--- src/rtl/fifo_rd_stream_pkg.sv ---
// Shared types and defaults for the FIFO read-side stream adapter.
// The RD_STREAM_LAST_EN build option is consumed by fifo_rd_stream.sv.
package fifo_rd_stream_pkg;

    typedef enum logic [1:0] {
        EMPTY = 2'd0,
        ONE   = 2'd1,
        TWO   = 2'd2
    } buf_state_e;

    localparam int DEF_DATA_WIDTH = 8;
    localparam int DEF_BURST_LEN  = 4;

    // Counter width for a modulo-n counter; a 1-beat burst still needs one bit.
    function automatic int cnt_width(input int n);
        return (n > 1) ? $clog2(n) : 1;
    endfunction

endpackage

--- src/rtl/fifo_rd_stream_beat.sv ---
// Modulo-BURST_LEN beat counter used for m_last framing.
// Advances on every accepted beat and wraps after BURST_LEN-1.
module burst_beat_counter
    import fifo_rd_stream_pkg::*;
#(
    parameter int BURST_LEN = DEF_BURST_LEN
) (
    input  logic clk_i,
    input  logic rst_i,
    input  logic inc_i,
    output logic at_last_o
);

    localparam int              CW   = cnt_width(BURST_LEN);
    localparam logic [CW-1:0]   LAST = CW'(BURST_LEN - 1);

    logic [CW-1:0] count_q;
    logic [CW-1:0] count_d;

    always_comb begin
        count_d = count_q;
        if (inc_i) begin
            count_d = (count_q == LAST) ? '0 : count_q + 1'b1;
        end
    end

    always_ff @(posedge clk_i) begin
        if (rst_i) begin
            count_q <= '0;
        end else begin
            count_q <= count_d;
        end
    end

    assign at_last_o = (count_q == LAST);

endmodule

--- src/rtl/fifo_rd_stream.sv ---
// Turns a FIFO read port (async-read data) into a valid/ready stream via a 2-entry skid buffer.
// Define RD_STREAM_LAST_EN to add the m_last port and burst beat counter.
module fifo_rd_stream
    import fifo_rd_stream_pkg::*;
#(
    parameter int DATA_WIDTH = DEF_DATA_WIDTH,
    parameter int BURST_LEN  = DEF_BURST_LEN
) (
    input  logic                  r_clk,
    input  logic                  r_rst,
    input  logic                  r_empty,
    input  logic [DATA_WIDTH-1:0] r_data,
    output logic                  r_en,
    output logic                  m_valid,
    input  logic                  m_ready,
    output logic [DATA_WIDTH-1:0] m_data
`ifdef RD_STREAM_LAST_EN
    ,
    output logic                  m_last
`endif
);

    if (BURST_LEN < 1 || BURST_LEN > 256) begin : g_bad_burst_len
        $error("fifo_rd_stream: BURST_LEN must be within 1..256");
    end

    buf_state_e            state_q, state_d;
    logic [DATA_WIDTH-1:0] head_q, head_d;
    logic [DATA_WIDTH-1:0] tail_q, tail_d;
    logic                  push;
    logic                  pop;

    // Popping only while a slot is free keeps the buffer from ever overflowing.
    assign r_en    = !r_empty && (state_q != TWO) && !r_rst;
    assign push    = r_en;
    assign m_valid = (state_q != EMPTY);
    assign pop     = m_valid && m_ready;
    assign m_data  = head_q;

    // NOTE: every combinational output gets a default first so no path can infer a latch.
    always_comb begin
        state_d = state_q;
        head_d  = head_q;
        tail_d  = tail_q;
        unique case (state_q)
            EMPTY: begin
                if (push) begin
                    state_d = ONE;
                    head_d  = r_data;
                end
            end
            ONE: begin
                if (push && pop) begin
                    head_d = r_data;
                end else if (push) begin
                    state_d = TWO;
                    tail_d  = r_data;
                end else if (pop) begin
                    state_d = EMPTY;
                end
            end
            TWO: begin
                if (pop) begin
                    state_d = ONE;
                    head_d  = tail_q;
                end
            end
            default: state_d = EMPTY;
        endcase
    end

    // NOTE: state registers use non-blocking assignment so all flops update from pre-edge values.
    always_ff @(posedge r_clk) begin
        if (r_rst) begin
            state_q <= EMPTY;
            head_q  <= '0;
            tail_q  <= '0;
        end else begin
            state_q <= state_d;
            head_q  <= head_d;
            tail_q  <= tail_d;
        end
    end

`ifdef RD_STREAM_LAST_EN
    logic at_last;

    burst_beat_counter #(
        .BURST_LEN (BURST_LEN)
    ) u_beat_cnt (
        .clk_i     (r_clk),
        .rst_i     (r_rst),
        .inc_i     (pop),
        .at_last_o (at_last)
    );

    assign m_last = m_valid && at_last;
`endif

endmodule

--- config.mk ---
export PLATFORM = sky130hd
export DESIGN_NAME = fifo_rd_stream
export DESIGN_NICKNAME = d
export VERILOG_FILES = /design/src/rtl/fifo_rd_stream_pkg.sv /design/src/rtl/fifo_rd_stream_beat.sv /design/src/rtl/fifo_rd_stream.sv
export SDC_FILE = /design/constraint.sdc
export NUM_CORES = 1
export LEC_CHECK = 0
export CAP_MARGIN = 10
export CORE_ASPECT_RATIO = 0.7
export CORE_MARGIN = 5
export CORE_UTILIZATION = 40
export CTS_BUF_LIST = sky130_fd_sc_hd__clkbuf_8
export DETAILED_ROUTE_END_ITERATION = 7
export PLACE_DENSITY_LB_ADDON = 0.08
export SLEW_MARGIN = 20
export SYNTH_ARGS = -nofsm -noshare
export SYNTH_HDL_FRONTEND = slang
export SYNTH_SLANG_ARGS = --single-unit
--- constraint.sdc ---
create_clock -name r_clk -period 3.22 [get_ports r_clk]
set_input_delay 0.483 -clock r_clk [delete_from_list [all_inputs] [get_ports r_clk]]
set_output_delay 0.483 -clock r_clk [all_outputs]
set_load 0.05 [all_outputs]
* After elaboration in Yosys (flattened, before gate mapping)
Cells that the tools add are included.
Widths: inputs -> output; s select.
** Word-level totals
- Bits in registers :: 18
- Latch bits :: 0
- Bits in writable memories :: 0
- Bits in read-only memories :: 0
- Input bits :: 12
- Output and inout bits :: 10
- Logic and storage cells :: 34
- Memories kept :: 0
** Operators by class
- Add/subtract/negate cells :: 0
- Multipliers :: 0
- Divide/modulo/power cells :: 0
- $lt $le $gt $ge :: 0
- Eq/ne operators :: 8
- Shift operators :: 0
- Multiplexer cells :: 10
- Bitwise operators :: 1
- Reductions and logical operators :: 12
** Operators by type and width (number)
- $mux 8 :: 3
- $pmux 8 s3 :: 1
- $mux 2 :: 5
- $ne 2x2->1 const B :: 5
- $reduce_and 4->1 :: 2
- $pmux 2 s3 :: 1
- $logic_and 1x1->1 :: 4
- $ne 3x3->1 const B :: 1
- $reduce_and 3->1 :: 1
- $reduce_bool 3->1 :: 1
- $eq 2x1->1 const B :: 1
- $eq 2x2->1 const B :: 1
- $logic_not 1->1 :: 2
- $logic_not 2->1 :: 1
- $reduce_bool 2->1 :: 1
- $not 1->1 :: 1

* Depth between registers and ports, before layout
- Depth in word-level cells :: 6
- Gate-level depth with buffers :: 5
- Gate-level depth less buffers :: 3

* Least setup slack after synthesis
OpenSTA, ideal clock, no wires.
- Kind :: in2out
- From :: in r_empty
- To :: out r_en
- Arrival :: 1.473 ns
- Required time :: 2.737 ns
- Slack :: 1.264 ns
- Stages on the path :: 3
- Buffers on the path :: 1
- Path through :: buf_6 nor2_1 and2_1
** Between the ends
- Longest elaborated chain between the ends :: 3
** RTL lines
- from (decl) :: RTL line fifo_rd_stream.sv:11 : input logic r_empty,
- $logic_not 1->1 :: RTL line fifo_rd_stream.sv:34 : assign r_en = !r_empty && (state_q != TWO) && !r_rst;
- $logic_and 1x1->1 (2 in series) :: RTL line fifo_rd_stream.sv:34
- to (decl) :: RTL line fifo_rd_stream.sv:13 : output logic r_en,
No other way between the ends.

* Final worst setup path
- From :: in r_rst
- To :: out r_en
** Between the ends
- Longest elaborated chain between the ends :: 2
** RTL lines
- from (decl) :: RTL line fifo_rd_stream.sv:10 : input logic r_rst,
- $logic_not 1->1 :: RTL line fifo_rd_stream.sv:34
- $logic_and 1x1->1 :: RTL line fifo_rd_stream.sv:34
No other way between the ends.

==> results.ini <==
[grt]
grt_pass1_wl_um = 3460
grt_pass1_vias = 706
gr-total-overflow = 0
gr-usage-all-layers_pct = 13.8
grt_max_degree = 22
antenna_found_initial = 0

[clocking]
cts_hold_buf = 0
clk_pin_slew_ns = 0.06
cts.sinks = 18
cts_inserted_buffers = 3
post_cts_buffers = 0
cts_tree = yes
clockBufferDepth = 2
clk_latency_ns = 0.24
cts_resized = 0
cts-root-buf = clkbuf_8
htree_levels = 1

[die]
ios = 22
initial_core_util_pct = 41.8
coreArea_um2 = 2140
die_h_um = 49.5
dieArea_um2 = 3290
num_rows = 14
die_width_um = 66.5

[setup_path]
ff2ff_setup_slack_ns = 1.58
critPathLaunchType = input port
cp_data_arrival_time_ns = 1.98
worst-setup-path-type = in -> out
cp-end-kind = primary output
crit_chain = clkdlybuf4s50_1, buf_4, nor2_1, and2_1, buf_12
cp_slowest_cell = nor2_1
slowest_delay_ns = 0.48
path_max_fanout = 21
cp.required_ns = 2.74

[min_path]
hold_path.class = reg -> reg

[yosys]
synthTopCellsByCount = 18 x dfxtp_1, 9 x a211oi_1, 9 x a21oi_1, 9 x nand3_1, 9 x o21ai_1
ys_ff_latch = 18
synth.net_count = 107
avgSynthCellArea_um2 = 9.40
synthCells = 95
synth.most_common_cell = dfxtp_1
synth_top_cell_by_area = dfxtp_1
yosys_most_used_dff = dfxtp_1
synth_edf_count = 0
yosysTopAreaCellShare_pct = 40.3
synth.area.top_cells = dfxtp_1 40%, mux2i_1 9.0%, a311oi_1 7.8%
synth_area_um2 = 893
yosysSeqAreaShare_pct = 40.3
async_flop_share_pct = 0
yosysWarnings = 0
ys_types = 23

[timing]
grt_setup_unrepaired = false
fin_ws_ns = 0.761
post-route-min-period_ns = 2.46
clock-skew-final_ns = 0.00272
worst-slew-pin-transition_ns = 0.587
fin_setup_tns_ns = 0
max_freq_mhz = 407
hold_viol = 0
slew_headroom_pct = 60.7
drv_slew = 0
finalCritPeriodShare_pct = 76.4
setup_viol = 0

[placed_design]
gp_congestion = 0.758
hpwl_um = 1530
place_worst_setup_slack_ns = 0.766
port-buffer-count = 21

[routing]
via_count = 774
drt-total-wl_um = 2060
wl_per_cell_um = 14.5
met1_length_um = 1070
antenna_left = 0
met3_wirelength_um = 94
drt-initial-drc-count = 28
first_pass_iters = 4
top_layer = met4
via_per_inst = 5.45
route.detailed.drc = 0
dr_wl_met2_um = 883

[cells_and_area]
antennaDiodeCount = 0
seq_area_um2 = 360
drive_above_1_share_pct = 7.27
syn_to_final_growth_pct = 28.6
nets = 124
multi_input_area_um2 = 472
final.fill_count = 217

[outcome]
status = finished clean

[power_and_ir_drop]
leakage_uw = 0.000434
peakVddDrop_uv = 233
powerDensity_nw_per_um2 = 445

[job]
maxCapViolCount = 0

==> power by group <==
group,internal (uW),switching (uW)
combinational,50.7,70.8
sequential,234,8.70
clock,82.8,63.8
total,367,143
==> cell usage in the layout, fill, tap and decap left out <==
master / count
a21oi_1: 9
nand2b_1: 2
and2_1: 1
buf_12: 1
nor2_1: 1
a311oi_1: 8
o21ai_1: 9
mux2i_1: 8
dfxtp_1: 18
clkbuf_8: 3
and3b_1: 2
nor4b_4: 1
clkdlybuf4s50_1: 20
nor2b_1: 2
buf_4: 1
or4b_1: 1
nand3_1: 9
or2_1: 1
a211oi_1: 9
inv_2: 1
inv_1: 1
a211o_1: 1
a31o_4: 1
==> per-stage QoR <==
stage                     total power (uW)  cells  instance area (um2)  hold slack [ns]  util (%)
after detailed placement               370    139                 1110            0.470      51.8
after global placement                 368    139                 1110            0.464      51.8
after floorplan                        324     95                  893            0.458         -
after global routing                   539    142                 1150            0.513      53.7
after CTS                              517    142                 1150            0.479      53.7
final                                  511    142                 1150            0.479      53.7
==> critical path, delay by kind of cell <==
kind / cells / cell delay [ns]
simple gates: 2 / 0.74
buf+inv: 3 / 0.75
==> registers in the layout, summed over array words and instances (netlist names) <==
name and cells:
m_data 8, state_q 2, tail_q 8
==> final cells by class <==
class	instances	share of cell area, %
Tap cell	32	3.49
Sequential cell	18	31.4
Timing Repair Buffer	22	19.8
Clock buffer	3	3.59
Inverter	2	0.654
Multi-Input combinational cell	65	41.1
==> path summary, 6_finish.rpt <==
path | start | end | cells past startpoint
worst max-delay path | r_rst | r_en | 5
worst min register to register | tail_q[7]$_SDFFE_PP0P_ | tail_q[7]$_SDFFE_PP0P_ | 2
worst max register to register | state_q[1]$_SDFFE_PP0P_ | m_data[6]$_SDFFE_PP0P_ | 3
worst min-delay path | tail_q[7]$_SDFFE_PP0P_ | tail_q[7]$_SDFFE_PP0P_ | 2
==> logic make-up after synthesis <==
logic type,count (synthesis),synth area share [%]
simple gates,20,15.4
buf+inv,12,6.86
compound gates,37,28.4
flops,18,40.3
mux,8,8.96
==> per-layer routing <==
layer,global-route usage (%),up-vias
met1,20.7,358
met3,5.68,2
met2,18.1,18
met4,3.04,0
met5,0,-
li1,-,396
Power figures use the tool's default switching activity.
